### src/rtl/urv_irq_ctrl_pkg.sv
// Shared constants for the uRV trap controller: CSR ids, mip/mstatus bit positions,
// cause codes and the request-index to cause mapping used by the priority encoder.
package urv_irq_ctrl_pkg;

    localparam logic [11:0] CSR_ID_MSTATUS = 12'h300;
    localparam logic [11:0] CSR_ID_MIE     = 12'h304;
    localparam logic [11:0] CSR_ID_MTVEC   = 12'h305;
    localparam logic [11:0] CSR_ID_MEPC    = 12'h341;
    localparam logic [11:0] CSR_ID_MIP     = 12'h344;

    localparam int unsigned MSTATUS_MIE_BIT  = 3;
    localparam int unsigned MSTATUS_MPIE_BIT = 7;
    localparam int unsigned MIP_TIMER_BIT    = 7;
    localparam int unsigned MIP_IRQ_BASE     = 16;

    // Sync sources occupy request indices 0..3, the timer index 4, external lines 5+k.
    localparam int unsigned N_SYNC    = 4;
    localparam int unsigned REQ_TIMER = N_SYNC;
    localparam int unsigned REQ_IRQ0  = N_SYNC + 1;

    localparam logic [31:0] CAUSE_IRQ_FLAG       = 32'h8000_0000;
    localparam logic [31:0] CAUSE_ILLEGAL_INSN   = 32'd2;
    localparam logic [31:0] CAUSE_BREAKPOINT     = 32'd3;
    localparam logic [31:0] CAUSE_UNALIGNED_LOAD = 32'd4;
    localparam logic [31:0] CAUSE_UNALIGNED_STORE = 32'd6;
    localparam logic [31:0] CAUSE_TIMER          = 32'h8000_0007;

    typedef enum logic [1:0] {
        S_IDLE,
        S_REQ,
        S_HANDLER
    } irq_state_e;

    function automatic logic [31:0] cause_of(input int unsigned idx);
        case (idx)
            0:       return CAUSE_ILLEGAL_INSN;
            1:       return CAUSE_BREAKPOINT;
            2:       return CAUSE_UNALIGNED_LOAD;
            3:       return CAUSE_UNALIGNED_STORE;
            4:       return CAUSE_TIMER;
            default: return CAUSE_IRQ_FLAG | 32'(MIP_IRQ_BASE + idx - REQ_IRQ0);
        endcase
    endfunction

endpackage

### src/rtl/urv_irq_prio_enc.sv
// Fixed-priority cause encoder: lowest set request index wins.
module urv_irq_prio_enc
    import urv_irq_ctrl_pkg::*;
#(
    parameter int unsigned N_IRQ = 4
) (
    input  logic [N_IRQ+4:0] req,
    output logic             valid_c,
    output logic [31:0]      cause_c
);

    always_comb begin
        valid_c = 1'b0;
        cause_c = '0;
        for (int unsigned i = 0; i < N_IRQ + 5; i++) begin
            if (!valid_c && req[i]) begin
                valid_c = 1'b1;
                cause_c = cause_of(i);
            end
        end
    end

endmodule

### src/rtl/urv_irq_ctrl.sv
// uRV exception/interrupt controller: pending tracking, mstatus stacking, CSRs
// and the request/acknowledge/eret handshake with the execute stage.
module urv_irq_ctrl
    import urv_irq_ctrl_pkg::*;
#(
    parameter int unsigned     N_IRQ        = 4,
    parameter logic [N_IRQ-1:0] IRQ_EDGE    = '0,
    parameter bit              VECTORED     = 1'b1,
    parameter logic [31:0]     RESET_VECTOR = 32'h8
) (
    input  logic             clk_i,
    input  logic             rst_n_i,
    input  logic             x_stall_i,
    input  logic             x_kill_i,
    input  logic             d_is_csr_i,
    input  logic             d_is_eret_i,
    input  logic [11:0]      d_csr_sel_i,
    input  logic [31:0]      x_csr_write_value_i,
    input  logic [N_IRQ-1:0] exp_irq_i,
    input  logic             exp_tick_i,
    input  logic             exp_breakpoint_i,
    input  logic             exp_unaligned_load_i,
    input  logic             exp_unaligned_store_i,
    input  logic             exp_invalid_insn_i,
    input  logic [31:0]      x_exception_pc_i,
    input  logic             x_exception_taken_i,
    output logic             x_exception_o,
    output logic [31:0]      x_exception_pc_o,
    output logic [31:0]      x_exception_vector_o,
    output logic [31:0]      csr_mstatus_o,
    output logic [31:0]      csr_mip_o,
    output logic [31:0]      csr_mie_o,
    output logic [31:0]      csr_mepc_o,
    output logic [31:0]      csr_mcause_o,
    output logic [31:0]      csr_mtvec_o
);

    localparam int unsigned N_REQ    = N_IRQ + 5;
    localparam logic [31:0] MIE_MASK = (((32'd1 << N_IRQ) - 32'd1) << MIP_IRQ_BASE)
                                       | (32'd1 << MIP_TIMER_BIT);

    irq_state_e        state_q, state_d;
    logic              exc_q, exc_d;
    logic [31:0]       cause_q;
    logic [31:0]       mepc_q, mcause_q, mie_q, mtvec_q;
    logic              mst_mie_q, mst_mpie_q;
    logic [N_SYNC-1:0] sync_q, sync_d, sync_set;
    logic              timer_q, timer_d;
    logic [N_IRQ-1:0]  irq_prev_q, irq_pend_q, irq_pend_d;
    logic [N_REQ-1:0]  req_c;
    logic              enc_valid_c;
    logic [31:0]       enc_cause_c;
    logic              upd_c, take_c, eret_c;
    logic              wr_mstatus_c, wr_mie_c, wr_mtvec_c, wr_mepc_c, wr_mip_c;

    assign upd_c        = !x_stall_i && !x_kill_i;
    assign wr_mstatus_c = upd_c && d_is_csr_i && (d_csr_sel_i == CSR_ID_MSTATUS);
    assign wr_mie_c     = upd_c && d_is_csr_i && (d_csr_sel_i == CSR_ID_MIE);
    assign wr_mtvec_c   = upd_c && d_is_csr_i && (d_csr_sel_i == CSR_ID_MTVEC);
    assign wr_mepc_c    = upd_c && d_is_csr_i && (d_csr_sel_i == CSR_ID_MEPC);
    assign wr_mip_c     = upd_c && d_is_csr_i && (d_csr_sel_i == CSR_ID_MIP);
    assign take_c       = (state_q == S_REQ) && x_exception_taken_i && !x_stall_i;
    assign eret_c       = (state_q == S_HANDLER) && upd_c && d_is_eret_i;

    assign sync_set = {exp_unaligned_store_i, exp_unaligned_load_i,
                       exp_breakpoint_i, exp_invalid_insn_i};

    // Pending updates: a set in the same cycle as a clear always wins.
    always_comb begin
        sync_d     = sync_q;
        timer_d    = timer_q;
        irq_pend_d = irq_pend_q;
        for (int unsigned i = 0; i < N_SYNC; i++) begin
            if (sync_set[i])
                sync_d[i] = 1'b1;
            else if (take_c && (cause_q == cause_of(i)))
                sync_d[i] = 1'b0;
        end
        if (exp_tick_i)
            timer_d = 1'b1;
        else if ((take_c && (cause_q == CAUSE_TIMER))
                 || (wr_mip_c && !x_csr_write_value_i[MIP_TIMER_BIT]))
            timer_d = 1'b0;
        for (int unsigned k = 0; k < N_IRQ; k++) begin
            if (!IRQ_EDGE[k])
                irq_pend_d[k] = exp_irq_i[k];
            else if (exp_irq_i[k] && !irq_prev_q[k])
                irq_pend_d[k] = 1'b1;
            else if ((take_c && (cause_q == cause_of(REQ_IRQ0 + k)))
                     || (wr_mip_c && !x_csr_write_value_i[MIP_IRQ_BASE + k]))
                irq_pend_d[k] = 1'b0;
        end
    end

    assign req_c = {irq_pend_q & mie_q[MIP_IRQ_BASE +: N_IRQ] & {N_IRQ{mst_mie_q}},
                    timer_q & mie_q[MIP_TIMER_BIT] & mst_mie_q,
                    sync_q[3:1],
                    sync_q[0] | exp_invalid_insn_i};

    urv_irq_prio_enc #(
        .N_IRQ (N_IRQ)
    ) u_prio_enc (
        .req     (req_c),
        .valid_c (enc_valid_c),
        .cause_c (enc_cause_c)
    );

    always_comb begin
        state_d = state_q;
        exc_d   = exc_q;
        case (state_q)
            S_IDLE: begin
                if (enc_valid_c) begin
                    state_d = S_REQ;
                    exc_d   = 1'b1;
                end
            end
            S_REQ: begin
                if (take_c) begin
                    state_d = S_HANDLER;
                    exc_d   = 1'b0;
                end else if (!enc_valid_c) begin
                    state_d = S_IDLE;
                    exc_d   = 1'b0;
                end
            end
            S_HANDLER: begin
                if (eret_c)
                    state_d = S_IDLE;
            end
            default: begin
                state_d = S_IDLE;
                exc_d   = 1'b0;
            end
        endcase
    end

    always_ff @(posedge clk_i or negedge rst_n_i) begin
        if (!rst_n_i) begin
            state_q <= S_IDLE;
            exc_q   <= 1'b0;
        end else begin
            state_q <= state_d;
            exc_q   <= exc_d;
        end
    end

    always_ff @(posedge clk_i or negedge rst_n_i) begin
        if (!rst_n_i) begin
            cause_q    <= '0;
            mepc_q     <= '0;
            mcause_q   <= '0;
            mie_q      <= '0;
            mtvec_q    <= RESET_VECTOR;
            mst_mie_q  <= 1'b0;
            mst_mpie_q <= 1'b0;
            sync_q     <= '0;
            timer_q    <= 1'b0;
            irq_prev_q <= '0;
            irq_pend_q <= '0;
        end else begin
            sync_q     <= sync_d;
            timer_q    <= timer_d;
            irq_prev_q <= exp_irq_i;
            irq_pend_q <= irq_pend_d;

            if (enc_valid_c && ((state_q == S_IDLE) || ((state_q == S_REQ) && !take_c)))
                cause_q <= enc_cause_c;

            // Trap entry overrides a coincident mstatus write.
            if (take_c) begin
                mst_mpie_q <= mst_mie_q;
                mst_mie_q  <= 1'b0;
            end else if (eret_c) begin
                mst_mie_q  <= mst_mpie_q;
                mst_mpie_q <= 1'b1;
            end else if (wr_mstatus_c) begin
                mst_mie_q  <= x_csr_write_value_i[MSTATUS_MIE_BIT];
                mst_mpie_q <= x_csr_write_value_i[MSTATUS_MPIE_BIT];
            end

            if (take_c) begin
                mepc_q   <= x_exception_pc_i;
                mcause_q <= cause_q;
            end else if (wr_mepc_c) begin
                mepc_q <= x_csr_write_value_i;
            end

            if (wr_mie_c)
                mie_q <= x_csr_write_value_i & MIE_MASK;
            if (wr_mtvec_c)
                mtvec_q <= {x_csr_write_value_i[31:2], 2'b00};
        end
    end

    assign x_exception_o        = exc_q;
    assign x_exception_pc_o     = mepc_q;
    assign x_exception_vector_o = mtvec_q + ((VECTORED && cause_q[31])
                                             ? {25'd0, cause_q[4:0], 2'b00} : 32'd0);
    assign csr_mstatus_o = (32'(mst_mpie_q) << MSTATUS_MPIE_BIT) | (32'(mst_mie_q) << MSTATUS_MIE_BIT);
    assign csr_mip_o     = (32'(irq_pend_q) << MIP_IRQ_BASE) | (32'(timer_q) << MIP_TIMER_BIT);
    assign csr_mie_o     = mie_q;
    assign csr_mepc_o    = mepc_q;
    assign csr_mcause_o  = mcause_q;
    assign csr_mtvec_o   = mtvec_q;

endmodule

### config.mk
export PLATFORM = sky130hd
export DESIGN_NAME = urv_irq_ctrl
export DESIGN_NICKNAME = d
export VERILOG_FILES = /design/src/rtl/urv_irq_ctrl_pkg.sv /design/src/rtl/urv_irq_prio_enc.sv /design/src/rtl/urv_irq_ctrl.sv
export SDC_FILE = /design/constraint.sdc
export NUM_CORES = 1
export LEC_CHECK = 0
export CAP_MARGIN = 30
export CORE_AREA = 5 5 132 134
export CTS_CLUSTER_DIAMETER = 80
export DETAILED_ROUTE_END_ITERATION = 8
export DIE_AREA = 0 0 137 139
export PLACE_DENSITY = 0.87
export SYNTH_ARGS = -nofsm -noshare
export SYNTH_HDL_FRONTEND = slang
export SYNTH_SLANG_ARGS = --single-unit
### constraint.sdc
create_clock -name clk_i -period 3.3 [get_ports clk_i]
set_clock_uncertainty 0.15 [all_clocks]
set_input_delay 0.66 -clock clk_i [delete_from_list [all_inputs] [get_ports clk_i]]
set_output_delay 0.66 -clock clk_i [all_outputs]
set_load 0.01 [all_outputs]
==> metrics.yaml <==
overall_via_count_from_detail_route: 4824
most-common-layout-cells: "sky130_fd_sc_hd__clkdlybuf4s50_1, sky130_fd_sc_hd__conb_1, sky130_fd_sc_hd__nand2_1"
outcome: "finished clean"
power_switching_share_pct: 31.8
clock_tree.buffer_depth: 2
post_synth_inst_count: 611
grt_pass1_wl_mm: 27.6
tritoncts_num_sinks: 91
slew_violations: 0
share_seq_of_total_power_pct: 38.1
worst_skew_pair.late_latency_ns: 0.34
worstPathCellList: "buf_4, and2_4, ha_4, buf_4, a31oi_1, o21ai_1, buf_4, and2_4, buf_4, nand3_1, xnor2_1, buf_2"
boundaryPins: 349
floorplan.die_area_um2: 19000
post_synth_edffs: 0
worstPathMaxFanout: 4
leakage_nw: 3.86
critical-path-top-delay-family: "buffers and inverters"
setup-tns-final_ns: 0
grt_max_degree: 71
number_of_detailed_routing_iterations_run_before_antenna_repair: 6
r2r_slack_ns: 1.24
critPathMaxStageDelay_ns: 0.41
drt.antenna.violating_nets: 0
finalWeightedCongestion: 0.877
share_of_the_cycle_needed_by_the_critical_path_after_routing_pct: 99.4
reg2reg_to: "cause_q[2]$_DFFE_PN0P_"
worst-r2r-cell-count: 5
design.final.nets: 946
antenna_found_initial: 0
startpoint_type: "flip-flop"
route.detailed.vias_per_inst: 4.50
die_height_um: 139
power_frac_clock_pct: 25.1
numPortBuffers: 233
hpwl_mm: 14.6
period_needed_ns: 3.28
switchingPower_w: 0.00126
postCtsHoldBufs: 0
design.core.area_um2: 16200
cts_root_buf: "sky130_fd_sc_hd__clkbuf_16"
synth_seq_area_share_pct: 40.4
power.ir.vdd_worst_uv: 283
netlist-cell-type-count: 53
synth_warnings: 0
postSynthAreaPerCell_um2: 9.23
cp_common_cell: "sky130_fd_sc_hd__buf_4"
die-width_um: 137
critical_path.reg2reg.startpoint: "sync_q[0]$_DFFE_PN0P_"
crit_arrival_ns: 2.47
most_used_flip_flop_cell_after_synthesis: "sky130_fd_sc_hd__dfrtp_1"
crit_slowest_cell: "sky130_fd_sc_hd__dfrtp_1"
clk_slew_on_worst_s_h_paths_ns: 0.06
grt-ovfl-total: 0
finish.utilization_pct: 50.8
drc_violation_count_after_routing: 0
commonest_non_fill_non_tap_cell_in_the_layout: "sky130_fd_sc_hd__clkdlybuf4s50_1"
timing_hold_violations_final: 0
cp_num_buf_inv: 5
timing.max_slew.rel_slack_pct: 62.1
htree_levels: 3
dp_cells: 1053
final-instance-count-excl-fill: 1073
grt_setup_unrepaired: "true"
netlist_area_um2: 5640
cts_made_buffers: 9
wire_length_per_cell_um: 17.4
cell_internal_pwr_w: 0.00270
holdWs_ns: 0.155
start_util_pct: 34.9
setup.worst_path.end_class: "output port"
timing.max_cap.violations: 0
final_routed_wirelength_mm: 18.7
slew_worst_pin_ns: 0.569
synth-seq-cells: 91
max_freq_mhz: 305
worstSetupPathType: "flip-flop to output port"
power_density_nw_per_um2: 483
grt_pass1_vias: 4775
groute.usage.overall_pct: 18.8
asyncSetResetFlopFracSynth_pct: 100
fp-row-count: 47
num_antenna_cells: 0
synthToLayoutAreaGrowth_pct: 45.6
tritoncts: "built"
drive_gt1_share_pct: 18.2
final-setup-viol-count: 0
first_iter_violations: 244
worstHoldPathType: "input pin to asynchronous set/reset pin"
share_comb_of_total_power_pct: 36.8
cp.required_ns: 2.49
==> flip-flops by register name, summed over array words and instances (netlist names) <==
signal,count
cause_q,5
csr_mcause_o,5
x_exception_o,1
mst_mie_q,1
csr_mtvec_o,30
timer_q,1
sync_q,4
mst_mpie_q,1
state_q,2
csr_mepc_o,32
irq_pend_q,4
csr_mie_o,5
==> final cells by class <==
type | count | area (µm²)
fillers | 1480 | 7960
inverters | 4 | 15.0
repair buffers | 285 | 2670
clock inverters | 3 | 23.8
multi-input cells | 458 | 2700
well taps | 220 | 275
clock buffers | 12 | 256
flip-flops and latches | 91 | 2280
==> repair_timing <==
action	CTS	global route
buffers inserted	1	4
pin swaps	2	8
hold endpoints to repair	0	0
gates resized for setup	110	25
setup endpoints to repair	26	21
==> power groups by stage <==
stage / Combinational [W] / Sequential (W) / Clock [W]
after floorplan: 0.000757 / 0.00157 / 0
after global placement: 0.00143 / 0.00152 / 0
after detailed placement: 0.00147 / 0.00153 / 0
after CTS: 0.00147 / 0.00151 / 0.00103
after global routing: 0.00157 / 0.00154 / 0.00108
final: 0.00146 / 0.00151 / 0.000994
==> cells in the mapped netlist, drive strengths merged, types with 2 or more instances <==
cell	count	share of area, %
buf	156	21
nand2	106	7.1
dfrtp	90	40
nor2	47	3.1
a31oi	36	4.0
mux2	36	7.2
xnor2	21	3.3
clkbuf	16	1.1
nand3	14	1.2
o21ai	7	0.62
xor2	7	1.1
nand4	6	0.67
a21o	5	0.67
and2	5	0.55
nand2b	5	0.55
nor3	5	0.53
ha	4	0.89
inv	4	0.27
a21oi	3	0.27
and3	3	0.33
nor2b	3	0.33
a22o	2	0.31
and4	2	0.31
mux2i	2	0.36
nand3b	2	0.27
nor3b	2	0.47
or4	2	0.33
==> metrics by stage <==
| stage | total power, W | setup slack (ns) | instance area, µm² |
|---|---|---|---|
| after detailed placement | 0.00300 | -0.414 | 7860 |
| final | 0.00396 | 0.0188 | 8210 |
| after global routing | 0.00419 | -0.102 | 8210 |
| after global placement | 0.00295 | -0.339 | 7860 |
| after CTS | 0.00401 | -0.00343 | 8110 |
| after floorplan | 0.00233 | 0.303 | 6070 |
==> how the worst max path moves through the flow <==
| stage | cells past startpoint | start | to |
|---|---|---|---|
| floorplan | 9 | cause_q[31]$_DFFE_PN0P_ | x_exception_vector_o[23] |
| global placement | 9 | cause_q[31]$_DFFE_PN0P_ | x_exception_vector_o[28] |
| detailed placement | 9 | cause_q[31]$_DFFE_PN0P_ | x_exception_vector_o[28] |
| CTS | 12 | cause_q[31]$_DFFE_PN0P_ | x_exception_vector_o[11] |
| global route | 12 | cause_q[31]$_DFFE_PN0P_ | x_exception_vector_o[11] |
| finish | 12 | cause_q[31]$_DFFE_PN0P_ | x_exception_vector_o[19] |
==> metal layers <==
layer	routed length (µm)	vias to the layer above	global-route usage, %	share of wire, %
li1	-	2257	-	-
met1	7020	2326	21.7	38
met2	9860	223	34.1	53
met3	1480	18	4.17	7.9
met4	352	0	5.93	1.9
met5	0	-	0	0
==> logic make-up (layout without fill, tap and decap cells) <==
logic type / after synthesis / count (layout) / share of synthesized area [%]
simple gates: 209 / 209 / 16.9
buf+inv: 176 / 304 / 22.2
flops: 91 / 91 / 40.4
compound gates: 63 / 63 / 7.30
mux: 38 / 38 / 7.55
xor+xnor: 28 / 28 / 4.35
fa+ha+maj: 5 / 5 / 1.24
other cells: 1 / 115 / 0.0665
No activity file was read; power rests on OpenSTA's default activity.
